### src/rtl/dropper_pkg.sv
// Shared game/lane state types, key codes and helpers for the multi-lane arrow dropper.
package dropper_pkg;

    typedef enum logic [1:0] {HALTED, RUN, DONE} game_state_t;
    typedef enum logic [1:0] {WAIT, FALL, HIT, MISS} lane_state_t;

    localparam logic [7:0] KEY_START = 8'h2c;
    localparam logic [7:0] KEY_ESC   = 8'h01;

    localparam logic [7:0] LANE_KEY [8] = '{
        8'h04, 8'h16, 8'h07, 8'h1a, 8'h0d, 8'h0e, 8'h0f, 8'h10
    };

    function automatic logic [3:0] popcount8(input logic [7:0] v);
        logic [3:0] n;
        n = '0;
        for (int i = 0; i < 8; i++) begin
            n = n + 4'(v[i]);
        end
        return n;
    endfunction

endpackage

### src/rtl/dropper_lane.sv
// One falling-arrow lane: start delay, fall, key-edge hit window and miss line.
module dropper_lane
    import dropper_pkg::*;
#(
    parameter int unsigned LANE_IDX   = 0,
    parameter int unsigned Y_START    = 100,
    parameter int unsigned Y_MAX      = 400,
    parameter int unsigned HIT_LO     = 340,
    parameter int unsigned SPRITE_H   = 40,
    parameter int unsigned SPEED      = 1,
    parameter int unsigned BASE_DELAY = 160,
    parameter int unsigned DELAY_STEP = 40
) (
    input  logic        frame_clk,
    input  logic        Reset,
    input  logic        clear,
    input  logic        step,
    input  logic [11:0] frame_cnt,
    input  logic [7:0]  keycode,
    input  logic [7:0]  keycode_second,
    output logic [9:0]  y,
    output logic        visible,
    output logic        hit_pulse,
    output logic        miss_pulse,
    output logic        resolved
);

    localparam logic [7:0]  KEY         = LANE_KEY[LANE_IDX];
    localparam int unsigned START_FRAME = BASE_DELAY + LANE_IDX * DELAY_STEP;

    lane_state_t state_q, state_d;
    logic [9:0]  y_q, y_d;
    logic        visible_q, hit_q, hit_d, miss_q, miss_d, prev_q;
    logic        present, press;
    logic [10:0] bottom;

    always_comb begin
        present = (keycode == KEY) || (keycode_second == KEY);
        press   = present && !prev_q;
        bottom  = 11'(y_q) + 11'(SPRITE_H);
        state_d = state_q;
        y_d     = y_q;
        hit_d   = 1'b0;
        miss_d  = 1'b0;
        if (clear) begin
            state_d = WAIT;
            y_d     = 10'(Y_START);
        end else if (step) begin
            unique case (state_q)
                WAIT: begin
                    if (32'(frame_cnt) >= START_FRAME) state_d = FALL;
                end
                FALL: begin
                    // Miss line wins over a press on the same frame.
                    if (bottom >= 11'(Y_MAX)) begin
                        state_d = MISS;
                        miss_d  = 1'b1;
                    end else if (press && bottom >= 11'(HIT_LO)) begin
                        state_d = HIT;
                        hit_d   = 1'b1;
                    end else begin
                        y_d = y_q + 10'(SPEED);
                    end
                end
                default: ;
            endcase
        end
    end

    always_ff @(posedge frame_clk) begin
        if (Reset) begin
            state_q   <= WAIT;
            y_q       <= 10'(Y_START);
            visible_q <= 1'b0;
            hit_q     <= 1'b0;
            miss_q    <= 1'b0;
            prev_q    <= 1'b0;
        end else begin
            state_q   <= state_d;
            y_q       <= y_d;
            visible_q <= (state_d == FALL);
            hit_q     <= hit_d;
            miss_q    <= miss_d;
            prev_q    <= present;
        end
    end

    assign y          = y_q;
    assign visible    = visible_q;
    assign hit_pulse  = hit_q;
    assign miss_pulse = miss_q;
    assign resolved   = (state_q == HIT) || (state_q == MISS);

endmodule

### src/rtl/arrow_lane_dropper.sv
// Multi-lane arrow dropper: global round FSM, frame counter, score and per-lane instances.
// Optional combo/max_combo tracking is built when DROPPER_COMBO_EN is defined.
module arrow_lane_dropper
    import dropper_pkg::*;
#(
    parameter int unsigned LANES      = 4,
    parameter int unsigned X_START    = 100,
    parameter int unsigned X_STEP     = 60,
    parameter int unsigned Y_START    = 100,
    parameter int unsigned Y_MAX      = 400,
    parameter int unsigned HIT_LO     = 340,
    parameter int unsigned SPRITE_H   = 40,
    parameter int unsigned SPEED      = 1,
    parameter int unsigned BASE_DELAY = 160,
    parameter int unsigned DELAY_STEP = 40
) (
    input  logic                  frame_clk,
    input  logic                  Reset,
    input  logic [7:0]            keycode,
    input  logic [7:0]            keycode_second,
    output logic [LANES*10-1:0]   lane_x,
    output logic [LANES*10-1:0]   lane_y,
    output logic [LANES-1:0]      lane_visible,
    output logic [LANES-1:0]      hit_pulse,
    output logic [LANES-1:0]      miss_pulse,
    output logic [15:0]           score,
`ifdef DROPPER_COMBO_EN
    output logic [7:0]            combo,
    output logic [7:0]            max_combo,
`endif
    output logic                  done
);

    game_state_t      game_q, game_d;
    logic [11:0]      cnt_q, cnt_d;
    logic [15:0]      score_q, score_d;
    logic [16:0]      score_sum;
    logic             done_q;
    logic [LANES-1:0] resolved;
    logic [3:0]       hit_cnt;
    logic             key_start, key_esc, enter_run, clear, step;

    always_comb begin
        key_start = (keycode == KEY_START) || (keycode_second == KEY_START);
        key_esc   = (keycode == KEY_ESC) || (keycode_second == KEY_ESC);
        game_d    = game_q;
        unique case (game_q)
            HALTED:  if (key_start) game_d = RUN;
            RUN:     if (&resolved) game_d = DONE;
            DONE:    if (key_esc) game_d = HALTED;
            default: game_d = HALTED;
        endcase
        enter_run = (game_q == HALTED) && (game_d == RUN);
        // Lanes sit at their start position whenever the round is halted.
        clear     = (game_q == HALTED) || (game_d == HALTED);
        step      = (game_q == RUN);

        cnt_d = cnt_q;
        if (enter_run) cnt_d = '0;
        else if (step && cnt_q != 12'hFFF) cnt_d = cnt_q + 12'd1;

        hit_cnt   = popcount8(8'(hit_pulse));
        score_sum = {1'b0, score_q} + 17'(hit_cnt);
        score_d   = score_sum[16] ? 16'hFFFF : score_sum[15:0];
        if (enter_run) score_d = '0;
    end

    always_ff @(posedge frame_clk) begin
        if (Reset) begin
            game_q  <= HALTED;
            cnt_q   <= '0;
            score_q <= '0;
            done_q  <= 1'b0;
        end else begin
            game_q  <= game_d;
            cnt_q   <= cnt_d;
            score_q <= score_d;
            done_q  <= (game_d == DONE);
        end
    end

    assign score = score_q;
    assign done  = done_q;

`ifdef DROPPER_COMBO_EN
    logic [7:0] combo_q, max_q, combo_inc;
    logic [8:0] combo_sum;

    always_comb begin
        combo_sum = {1'b0, combo_q} + 9'(hit_cnt);
        combo_inc = combo_sum[8] ? 8'hFF : combo_sum[7:0];
    end

    // Peak sees the hit increment even when a same-frame miss zeroes the combo.
    always_ff @(posedge frame_clk) begin
        if (Reset || enter_run) begin
            combo_q <= '0;
            max_q   <= '0;
        end else begin
            combo_q <= (|miss_pulse) ? 8'h00 : combo_inc;
            if (combo_inc > max_q) max_q <= combo_inc;
        end
    end

    assign combo     = combo_q;
    assign max_combo = max_q;
`endif

    for (genvar i = 0; i < LANES; i++) begin : g_lane
        assign lane_x[i*10 +: 10] = 10'(X_START + i * X_STEP);

        dropper_lane #(
            .LANE_IDX   (i),
            .Y_START    (Y_START),
            .Y_MAX      (Y_MAX),
            .HIT_LO     (HIT_LO),
            .SPRITE_H   (SPRITE_H),
            .SPEED      (SPEED),
            .BASE_DELAY (BASE_DELAY),
            .DELAY_STEP (DELAY_STEP)
        ) u_lane (
            .frame_clk      (frame_clk),
            .Reset          (Reset),
            .clear          (clear),
            .step           (step),
            .frame_cnt      (cnt_q),
            .keycode        (keycode),
            .keycode_second (keycode_second),
            .y              (lane_y[i*10 +: 10]),
            .visible        (lane_visible[i]),
            .hit_pulse      (hit_pulse[i]),
            .miss_pulse     (miss_pulse[i]),
            .resolved       (resolved[i])
        );
    end

endmodule

### config.mk
export PLATFORM = sky130hd
export DESIGN_NAME = arrow_lane_dropper
export DESIGN_NICKNAME = d
export VERILOG_FILES = /design/src/rtl/dropper_pkg.sv /design/src/rtl/dropper_lane.sv /design/src/rtl/arrow_lane_dropper.sv
export SDC_FILE = /design/constraint.sdc
export NUM_CORES = 1
export LEC_CHECK = 0
export BUFFER_PORTS_ARGS = -buffer_cell sky130_fd_sc_hd__buf_4
export CAP_MARGIN = 5
export CORE_MARGIN = 5
export CORE_UTILIZATION = 55
export DETAILED_ROUTE_END_ITERATION = 12
export PLACE_DENSITY_LB_ADDON = 0.1
export SLEW_MARGIN = 40
export SYNTH_ARGS = -nofsm -noshare
export SYNTH_HDL_FRONTEND = slang
export SYNTH_SLANG_ARGS = --single-unit
### constraint.sdc
create_clock -name frame_clk -period 2.9 [get_ports frame_clk]
set_input_delay 0.29 -clock frame_clk [delete_from_list [all_inputs] [get_ports frame_clk]]
set_output_delay 0.29 -clock frame_clk [all_outputs]
set_load 0.05 [all_outputs]
# Word level (Yosys, flattened, before mapping)
# Index checks and enable logic that the tools add are counted.
# classes
add_sub_neg	13
order_cmp	12
eq_ne	33
muxes	37
n_bitwise	13
reduce_logical	46
# op_table
cell	count
greater-or-equal comparator 11 x 9 -> 1 bit (second input constant)	8
two-way mux 2 bit	23
adder 10 x 6 -> 11 bit (second input constant)	4
adder 10 x 1 -> 10 bit (second input constant)	4
greater-or-equal comparator 12 x 8 -> 1 bit (second input constant)	3
== test 8 x 3 -> 1 bit (second input constant)	4
== test 8 x 5 -> 1 bit (second input constant)	4
== test 2 x 1 -> 1 bit (second input constant)	10
== test 2 bit (second input constant)	10
AND reduction 4 bit	5
OR reduction 5 bit	4
adder 16 x 4 -> 17 bit	1
== test 8 x 1 -> 1 bit (second input constant)	2
== test 8 x 6 -> 1 bit (second input constant)	2
two-way mux 16 bit	1
case mux 2 bit (2 select lines)	4
OR reduction 4 bit	4
NOT 1 bit	13
adder 12 x 1 -> 12 bit (second input constant)	1
greater-or-equal comparator 12 x 9 -> 1 bit (second input constant)	1
logical NOT 2 bit	6
inequality test 12 bit (second input constant)	1
logical OR 1 bit	11
logical AND 1 bit	10
other kinds (7)	18
# word_totals
reg_bits	95
inputBits	18
out_inout_bits	109
wordCells	182

# Depth between registers and ports, before layout
# Gate-level depths: netlist of run 1.
# depth
ltp_word	10
depth_mapped	10
depth_no_buf	9

# Modules after synthesis
# Synthesis of run 1 repeated with hierarchy kept, for this count alone.
# hier_totals
cells_unflattened	701
area_unflattened_um2	6192.2
# by_module_without_submodules
module	instances	cells_each	area_each_um2	seq_area_each_um2
arrow_lane_dropper	1	230	2028.2	620.6
dropper_lane at g_lane[1].u_lane	1	118	1068.5	320.3
dropper_lane at g_lane[0].u_lane	1	117	1051.0	320.3
dropper_lane at g_lane[2].u_lane	1	118	1042.2	320.3
dropper_lane at g_lane[3].u_lane	1	118	1002.2	320.3

# Worst setup path before layout of run 1
# Ideal clock, no wire load.
# synth_path
path_type	reg2reg
start	register g_lane[2].u_lane.y_q[3]
end	register g_lane[2].u_lane.y_q[2]
setup_ns	0.135
arrival_time_ns	2.879
t_required_ns	2.765
setup_slack_ns	-0.114
stages_incl_launch_ff	9
path_buffers	1
synth_period_minus_slack_ns	3.014
cell_sequence	dfxtp_1 > ha_1 > clkbuf_1 > nand2_1 > or4_4 > a221o_1 > a31o_4 > a2111oi_2 > o21ai_0
# synth_via
elab_chain_cells	5
elab_cells_between_ends	7
classes_between	add/sub (1); order compare (2); bitwise (2); reduce/logical (2)
# synth_lines
item	line	rtl
start, declared	dropper_lane.sv:32	logic [9:0] y_q, y_d;
start signal, assigned	dropper_lane.sv:73	y_q <= 10'(Y_START);
start signal, assigned	dropper_lane.sv:80	y_q <= y_d;
adder 10 x 6 -> 11 bit (*)	dropper_lane.sv:40	bottom = 11'(y_q) + 11'(SPRITE_H);
greater-or-equal comparator 11 x 9 -> 1 bit	dropper_lane.sv:58	end else if (press && bottom >= 11'(HIT_LO)) begin
logical AND 1 bit	dropper_lane.sv:58	
NOT 1 bit (no source line)	-	
AND reduction 4 bit (no source line) (*)	-	
# Every way passes the cells marked *; elsewhere a longest branch is shown, timed or not.
# A chain may end at the register's enable or synchronous reset.

# Worst setup path in the final report of run 1
# layout_path
start	register g_lane[3].u_lane.y_q[4]
end	register g_lane[3].u_lane.y_q[4]
# layout_via
elab_chain_cells	5
elab_cells_between_ends	8
classes_between	add/sub (2); order compare (2); bitwise (2); reduce/logical (2)
# layout_lines
item	line
start, declared	dropper_lane.sv:32
start signal, assigned	dropper_lane.sv:73
start signal, assigned	dropper_lane.sv:80
adder 10 x 6 -> 11 bit	dropper_lane.sv:40
greater-or-equal comparator 11 x 9 -> 1 bit	dropper_lane.sv:58
logical AND 1 bit	dropper_lane.sv:58
NOT 1 bit (no source line)	-
AND reduction 4 bit (no source line)	-
# Several ways; a longest one is shown, not always the timed one.

==> results of run 1 <==
[repair_timing]
item / in CTS / in global routing
setup endpoints to repair: 0 / 1
setup buffers: 0 / 0
resized for setup: 0 / 1
[final cells by class]
type,count,area [um2],share of cell area
clock inverters,7,104,0.0155
repair buffers,105,788,0.117
inverters,34,128,0.0190
clock buffers,9,124,0.0184
well taps,136,170,0.0253
flip-flops and latches,95,1900,0.284
multi-input cells,538,3500,0.521
[sequential cells by signal, indices dropped and copies added, names as in the netlist]
register / cells
g_lane.u_lane.state_q: 8
g_lane.u_lane.hit_pulse: 4
g_lane.u_lane.y: 40
g_lane.u_lane.prev_q: 4
done: 1
g_lane.u_lane.miss_pulse: 4
score: 16
g_lane.u_lane.visible: 4
game_q: 2
cnt_q: 12
[power by group through the flow]
stage	clock (uW)	sequential, uW	combinational (uW)
6_report	987	1300	173
5_1_grt	1060	1310	181
4_1_cts	1010	1300	170
3_5_place_dp	0	1340	170
3_3_place_gp	0	1340	169
2_1_floorplan	0	1340	176
[worst max-delay path, delay by kind of cell (launching register included)]
kind	cells	cell delay, ns
AOI/OAI and AO/OA	3	0.60
DFF	1	0.51
and+or+nand+nor	3	1.20
adders and majority gates	1	0.35
[through the flow]
stage	area [um2]	worst slack [ns]
5_1_grt	6720	0.0385
6_report	6720	0.182
3_5_place_dp	6470	0.187
4_1_cts	6700	0.191
3_3_place_gp	6470	0.277
2_1_floorplan	6010	0.00640
[worst paths after layout]
check                             end  slack (ns)
max             g_lane[3].u_lane.y[4]        0.18
min           g_lane[1].u_lane.prev_q        0.23
max reg2reg     g_lane[3].u_lane.y[4]        0.18
min reg2reg  g_lane[2].u_lane.visible        0.47
[layout by cell type (no fill, tap or decap), types with 4 or more instances in the layout]
cell type  synthesis  routed
and2_1            16      16
o2111ai_1          7       7
clkbuf_8           0       9
nand3b_1           4       4
and3b_1            4       4
o21a_1             8       8
xor2_1            14      14
and3_1            17      17
conb_1             2      40
nand4_1           18      18
nand3_1           30      30
a211oi_1           7       7
inv_1             34      34
buf_4             52     105
a21o_1             4       4
nor2b_1            4       4
or4_1              7       7
a21oi_1           47      47
nor4_1            14      13
nand2b_1          11      11
and4_1             6       6
nor2_1            53      52
a31oi_1           13      13
o21ai_0           28      28
nor3_1            21      21
nand2_1           38      38
or3_1              9       9
mux2i_1           12      12
dfxtp_1           95      93
xnor2_1           12      12
ha_1              23      23
o31ai_1            7       7
[per-layer routing]
layer  track usage  routed length, um  up-vias
met1         0.293               6600     2533
li1              -                  -     2649
met5             0                  0        -
met4        0.0641                238        0
met3        0.0390                965       25
met2         0.361               6740      185
[kinds of logic after synthesis]
family	count (synthesis)	synth area share
compound gates	168	0.201
buf+inv	115	0.107
other cells	2	0.00128
mux	14	0.0243
xor+xnor	26	0.0388
flops	95	0.324
simple gates	264	0.244
fa+ha+maj	26	0.0593
==> results.cfg, run 1 <==
[status]
status = complete, no violations

[sta]
clock_skew_ns = 0.0151
finalHoldWorstSlack_ns = 0.225
finalSetupViolCount = 0
finalCritPeriodShare = 0.937
fmax_mhz = 368
hold_viol_final = 0
rsz0062_at_grt = false
tns_ns = 0
min_period_ns = 2.72
maxSlewViolCount = 0
timing.slew.headroom = 0.505
worst_pin_slew_ns = 0.742

[pwr]
internal_power_uw = 1830
irDropWorstVdd_mv = 0.248
pwr-share-seq = 0.529
netSwitchingFraction = 0.259
p_clk_frac = 0.401
leakagePower_uw = 0.00270
p_sw_uw = 639
power_density_nw_per_um2 = 367
finalPower_uw = 2470
combPwrFrac = 0.070

[clock_tree]
worstSkewPairLatency_ns = 0.36
htreeDepth = 3
numClockSinks = 95
cts_tree = done
cts-root-buf = clkbuf_8
cts_hold_buffers = 0
cts_made_buffers = 9
clk_path_buf_depth = 2
clk_pin_slew_ns = 0.10

[drt]
wire_per_inst_um = 15.7
via_per_inst = 5.84
drt_pass1_iterations = 5
drc_errors = 0
drt_iter0_markers = 409
vias = 5392
wl_um = 14500
drtAntennaViolNets = 0

[yosys]
synth_area_leaders = dfxtp_1, buf_4, ha_1
async_flop_share = 0
yosysSeqAreaShare = 0.324
synthesis.area_um2 = 5870
synth_common_cells = dfxtp_1, nor2_1, buf_4
yosys.area.top_type = dfxtp_1
synth_top_area_frac = 0.324
synthMostInstantiatedCell = dfxtp_1
synth_cell_types = 71
synth_edf_count = 0
yosysWarnings = 0
synth_area_per_cell_um2 = 8.26
synth-seq-cells = 95
netlist_instances = 710
ys.flop_type = dfxtp_1

[critical_path]
max_stage_delay_ns = 0.59
path_cells = ha_1, o21ai_0, and2_1, o221ai_1, nand3_1, or4_1, a21oi_1
slowest_stage = or4_1
critPathMaxFanout = 12
cp-end-kind = flip-flop
r2r_start = g_lane[3].u_lane.y[4]
critical_path_class = flip-flop to flip-flop
crit_path_start = g_lane[3].u_lane.y[4]
rr_worst_depth = 7
worstPathArrival_ns = 3.00
cp.required_ns = 3.18
cp-start-kind = flip-flop

[global_routing]
grt_pass1_wl_um = 23800
grt_util_all_layers = 0.219
grt_max_degree = 29
grt_pass1_vias = 4987
antenna_found_initial = 0
overflow = 0

[floorplanning]
ios = 127
die-area_um2 = 12800
die_w_um = 113
die_h_um = 113
core-area_um2 = 10400
num_rows = 37
start_util = 0.566

[final_layout]
final_cells = 924
nets = 827
fillers = 889
drive_above_1_share = 0.180
antennaDiodeCount = 0
fin_util = 0.648
areaGrowthSynthToFinish_pct = 14.5

[min_path]
hold_path_class = primary input to flip-flop
hp-start = Reset
worstHoldPathCells = 2

[placement]
port_buffers = 86
globalplace.congestion = 0.881
hpwl_um = 10900
dp.cells = 908

[job]
maxCapViolations = 0
(Power assumes the default switching activity.)
==> run 2, diff against run 1 <==
--- a/config.mk
+++ b/config.mk
@@ -7,8 +7,10 @@
 export LEC_CHECK = 0
 export BUFFER_PORTS_ARGS = -buffer_cell sky130_fd_sc_hd__buf_4
 export CAP_MARGIN = 5
+export CELL_PAD_IN_SITES_DETAIL_PLACEMENT = 0
+export CELL_PAD_IN_SITES_GLOBAL_PLACEMENT = 1
 export CORE_MARGIN = 5
-export CORE_UTILIZATION = 55
+export CORE_UTILIZATION = 41
 export DETAILED_ROUTE_END_ITERATION = 12
 export PLACE_DENSITY_LB_ADDON = 0.1
 export SLEW_MARGIN = 40
==> results.cfg, run 2 (same netlist as run 1, synthesis figures left out) <==
[final_layout]
drive_above_1_share = 0.179
final_cells = 969
layout_common_cells = buf_4, dfxtp_1, nor2_1, a21oi_1, conb_1
largest_reg_flops = 40
layout_commonest_cell = buf_4
areaGrowthSynthToFinish_pct = 16.7
nets = 829
antennaDiodeCount = 0

[floorplanning]
ios = 127
die_w_um = 130
core-area_um2 = 13900
num_rows = 43
start_util = 0.421
die_h_um = 130
die-area_um2 = 16800

[sta]
tns_ns = 0
timing.slew.headroom = 0.556
hold_viol_final = 0
finalSetupViolCount = 0
rsz0062_at_grt = false
maxSlewViolCount = 0
min_period_ns = 2.71
finalCritPeriodShare = 0.934
clock_skew_ns = 0.00681
worst_pin_slew_ns = 0.663
fmax_mhz = 369

[pwr]
power_density_nw_per_um2 = 393
leakagePower_uw = 0.00274
netSwitchingFraction = 0.242
internal_power_uw = 2040
p_clk_frac = 0.450
pwr-share-seq = 0.485
combPwrFrac = 0.065
irDropWorstVdd_mv = 0.299
p_sw_uw = 652

[placement]
dp.cells = 954
port_buffers = 86
globalplace.congestion = 0.852
hpwl_um = 11600

[critical_path]
cp-start-kind = flip-flop
slowest_stage = dfxtp_2
cp-end-kind = flip-flop
critPathMaxFanout = 10
worstPathArrival_ns = 2.97
max_stage_delay_ns = 0.42
path_cells = ha_1, nand2_1, or4_4, a221o_1, o211a_1, nor4_1, mux2i_1
critical_path_class = flip-flop to flip-flop
cp.required_ns = 3.16

[global_routing]
grt_util_all_layers = 0.179
grt_max_degree = 29
overflow = 0
antenna_found_initial = 0
grt_pass1_vias = 4875
grt_pass1_wl_um = 24500

[clock_tree]
cts-root-buf = clkbuf_16
worstSkewPairLatency_ns = 0.34
cts_made_buffers = 9
clk_path_buf_depth = 2
numClockSinks = 95
cts_tree = done
cts_setup_buffers = 0
htreeDepth = 3
clk_pin_slew_ns = 0.07

[drt]
via_per_inst = 5.56
vias = 5391
drc_errors = 0
drt_pass1_iterations = 5
drtAntennaViolNets = 0
drt_iter0_markers = 410
wl_um = 15400
wire_per_inst_um = 15.9

[job]
maxCapViolations = 0

[status]
status = complete, no violations

[min_path]
hold_path_class = primary input to flip-flop
## run 2: final cells by class
cell class                      instances  area, um2
Fill cell                            1373       7080
Multi-Input combinational cell        538       3490
Sequential cell                        95       1900
Timing Repair Buffer                  107        803
Clock buffer                           12        256
Tap cell                              180        225
Inverter                               34        128
Clock inverter                          3       42.5
## run 2: worst paths after layout
path / slack [ns] / startpoint / cells after the start / to
max reg2reg: 0.19 / g_lane[2].u_lane.y[3] / 7 / g_lane[2].u_lane.y[3]
min: 0.24 / Reset / 2 / g_lane[2].u_lane.prev_q
max: 0.19 / g_lane[2].u_lane.y[3] / 7 / g_lane[2].u_lane.y[3]
min reg2reg: 0.51 / g_lane[3].u_lane.y[9] / 1 / g_lane[3].u_lane.y[9]
## run 2: power by group through the flow
stage | clock network, uW | registers, uW | logic [uW]
floorplan | 0 | 1340 | 176
global placement | 0 | 1340 | 171
detailed placement | 0 | 1340 | 172
CTS | 1260 | 1300 | 173
global route | 1310 | 1300 | 183
finish | 1210 | 1310 | 175
## run 2: stage by stage
step | worst slack (ns) | utilization | area (um2) | power, uW | hold slack (ns)
CTS | 0.0831 | 0.491 | 6850 | 2740 | 0.232
finish | 0.192 | 0.492 | 6850 | 2690 | 0.243
global route | 0.0122 | 0.492 | 6850 | 2800 | 0.242
global placement | 0.0142 | 0.470 | 6550 | 1510 | 0.494
floorplan | 0.00640 | - | 6010 | 1510 | 0.430
detailed placement | 0.0147 | 0.470 | 6550 | 1510 | 0.505
## run 2: routing by layer
layer / vias up / routed length (um) / track usage
met5: - / 0 / 0
met3: 14 / 973 / 0.0433
li1: 2661 / - / -
met2: 156 / 7220 / 0.289
met4: 0 / 131 / 0.0385
met1: 2560 / 7090 / 0.245
## run 2: worst max-delay path: cells and delay by family (launching register included)
family,cells,cell delay [ns]
adder cells (fa/ha/maj),1,0.37
AND/OR/NAND/NOR,3,0.92
AO/OA/AOI/OAI,2,0.69
multiplexers,1,0.23
flip-flops,1,0.42
## run 2: timing repair
item,4_1_cts,5_1_grt
endpoints found under the setup margin,1,1
gates resized for setup,1,1
hold buffers,0,0
==> run 3, diff against run 2 <==
--- a/config.mk
+++ b/config.mk
@@ -12,7 +12,7 @@
 export CORE_MARGIN = 5
 export CORE_UTILIZATION = 41
 export DETAILED_ROUTE_END_ITERATION = 12
-export PLACE_DENSITY_LB_ADDON = 0.1
+export PLACE_DENSITY = 0.78
 export SLEW_MARGIN = 40
 export SYNTH_ARGS = -nofsm -noshare
 export SYNTH_HDL_FRONTEND = slang
==> results.cfg, run 3 (same netlist as run 1, synthesis figures left out) <==
[status]
status = complete, no violations

[pwr]
power_density_nw_per_um2 = 406
irDropWorstVdd_mv = 0.263
leakagePower_uw = 0.00275
finalPower_uw = 2800

[clock_tree]
htreeDepth = 3
cts_setup_buffers = 0
cts_hold_buffers = 0
worstSkewPairLatency_ns = 0.35
numClockSinks = 95
clk_path_buf_depth = 2
cts_resized = 0
cts-root-buf = clkbuf_16
cts_made_buffers = 9
clk_pin_slew_ns = 0.07
cts_tree = done

[critical_path]
r2r_start = score[0]
rrSetupSlack_ns = 0.22
rr_worst_depth = 9
crit_path_end = score[4]
critical_path_class = flip-flop to flip-flop
cp.required_ns = 3.18
cp-end-kind = flip-flop
r2r_end = score[4]
crit_path_start = score[0]
critPathMaxFanout = 12
cp-start-kind = flip-flop
worstPathArrival_ns = 2.96

[global_routing]
grt_util_all_layers = 0.184
grt_max_degree = 34
overflow = 0
grt_pass1_wl_um = 25400
grt_pass1_vias = 5039
antenna_found_initial = 0

[final_layout]
nets = 829
fillers = 1342
layout_commonest_cell = buf_4
areaGrowthSynthToFinish_pct = 17.2
largest_reg_flops = 40
drive_above_1_share = 0.180
final_cells = 970
layout_common_cells = buf_4, dfxtp_1, nor2_1, a21oi_1, conb_1
antennaDiodeCount = 0

[drt]
vias = 5413
wire_per_inst_um = 16.0
drc_errors = 0
drt_iter0_markers = 428
wl_um = 15500
via_per_inst = 5.58
drt_pass1_iterations = 5
drtAntennaViolNets = 0

[min_path]
hold_path_class = primary input to flip-flop
worstHoldPathCells = 2

[sta]
finalSetupViolCount = 0
fmax_mhz = 374
min_period_ns = 2.68
rsz0062_at_grt = false
worst_pin_slew_ns = 0.801
timing.slew.headroom = 0.465
tns_ns = 0
maxSlewViolCount = 0
clock_skew_ns = 0.00707
finalCritPeriodShare = 0.923
hold_viol_final = 0

[placement]
globalplace.congestion = 0.894
hpwl_um = 11600
dp.cells = 954
port_buffers = 86

[job]
maxCapViolations = 0

[floorplanning]
core-area_um2 = 13900
die-area_um2 = 16800
die_w_um = 130
ios = 127
start_util = 0.421
die_h_um = 130
num_rows = 43
==> run 3: worst max-delay path: stages, from the launching register on <==
cell	delay [ns]
dfxtp_1	0.33
fa_1	0.56
fa_1	0.19
inv_1	0.06
fa_1	0.45
and3b_1	0.31
and3_1	0.26
nand3_1	0.12
buf_4	0.20
a21oi_1	0.14
==> run 3: area by class of cell <==
| type | count | area (um2) | share of cell area |
|---|---|---|---|
| inverters | 34 | 128 | 0.0186 |
| repair buffers | 107 | 803 | 0.117 |
| clock buffers | 9 | 225 | 0.0327 |
| multi-input cells | 538 | 3490 | 0.507 |
| well taps | 180 | 225 | 0.0327 |
| flip-flops and latches | 95 | 1900 | 0.277 |
| clock inverters | 7 | 104 | 0.0151 |
==> run 3: worst min-delay path by stage <==
stage	start	slack (ns)	end
6_report	Reset	0.24	g_lane[2].u_lane.prev_q
5_1_grt	Reset	0.27	g_lane[3].u_lane.prev_q
4_1_cts	Reset	0.23	g_lane[1].u_lane.prev_q
3_5_place_dp	g_lane[3].u_lane.state_q[0]	0.49	g_lane[3].u_lane.visible
3_3_place_gp	g_lane[3].u_lane.y[9]	0.50	g_lane[3].u_lane.y[9]
2_1_floorplan	g_lane[2].u_lane.state_q[1]	0.43	g_lane[2].u_lane.visible
==> run 3: report_power, final <==
part	leakage [uW]	switching [uW]	internal, uW
clock	0.000155	549	768
combinational	0.00183	149	24.7
sequential	0.000766	0.605	1300
==> run 3: stage by stage <==
step,utilization,hold slack [ns],instance area [um2],worst slack (ns)
final,0.494,0.241,6880,0.223
after global routing,0.494,0.275,6880,0.0309
after CTS,0.494,0.226,6880,0.216
after global placement,0.470,0.495,6550,0.335
after floorplan,-,0.430,6010,0.00640
after detailed placement,0.470,0.495,6550,0.230
==> run 3: routing by layer <==
layer	share of wire	wire length (um)	track usage
met1	0.46	7070	0.256
met2	0.47	7340	0.298
met3	0.059	910	0.0260
met4	0.012	193	0.0544
met5	0	0	0
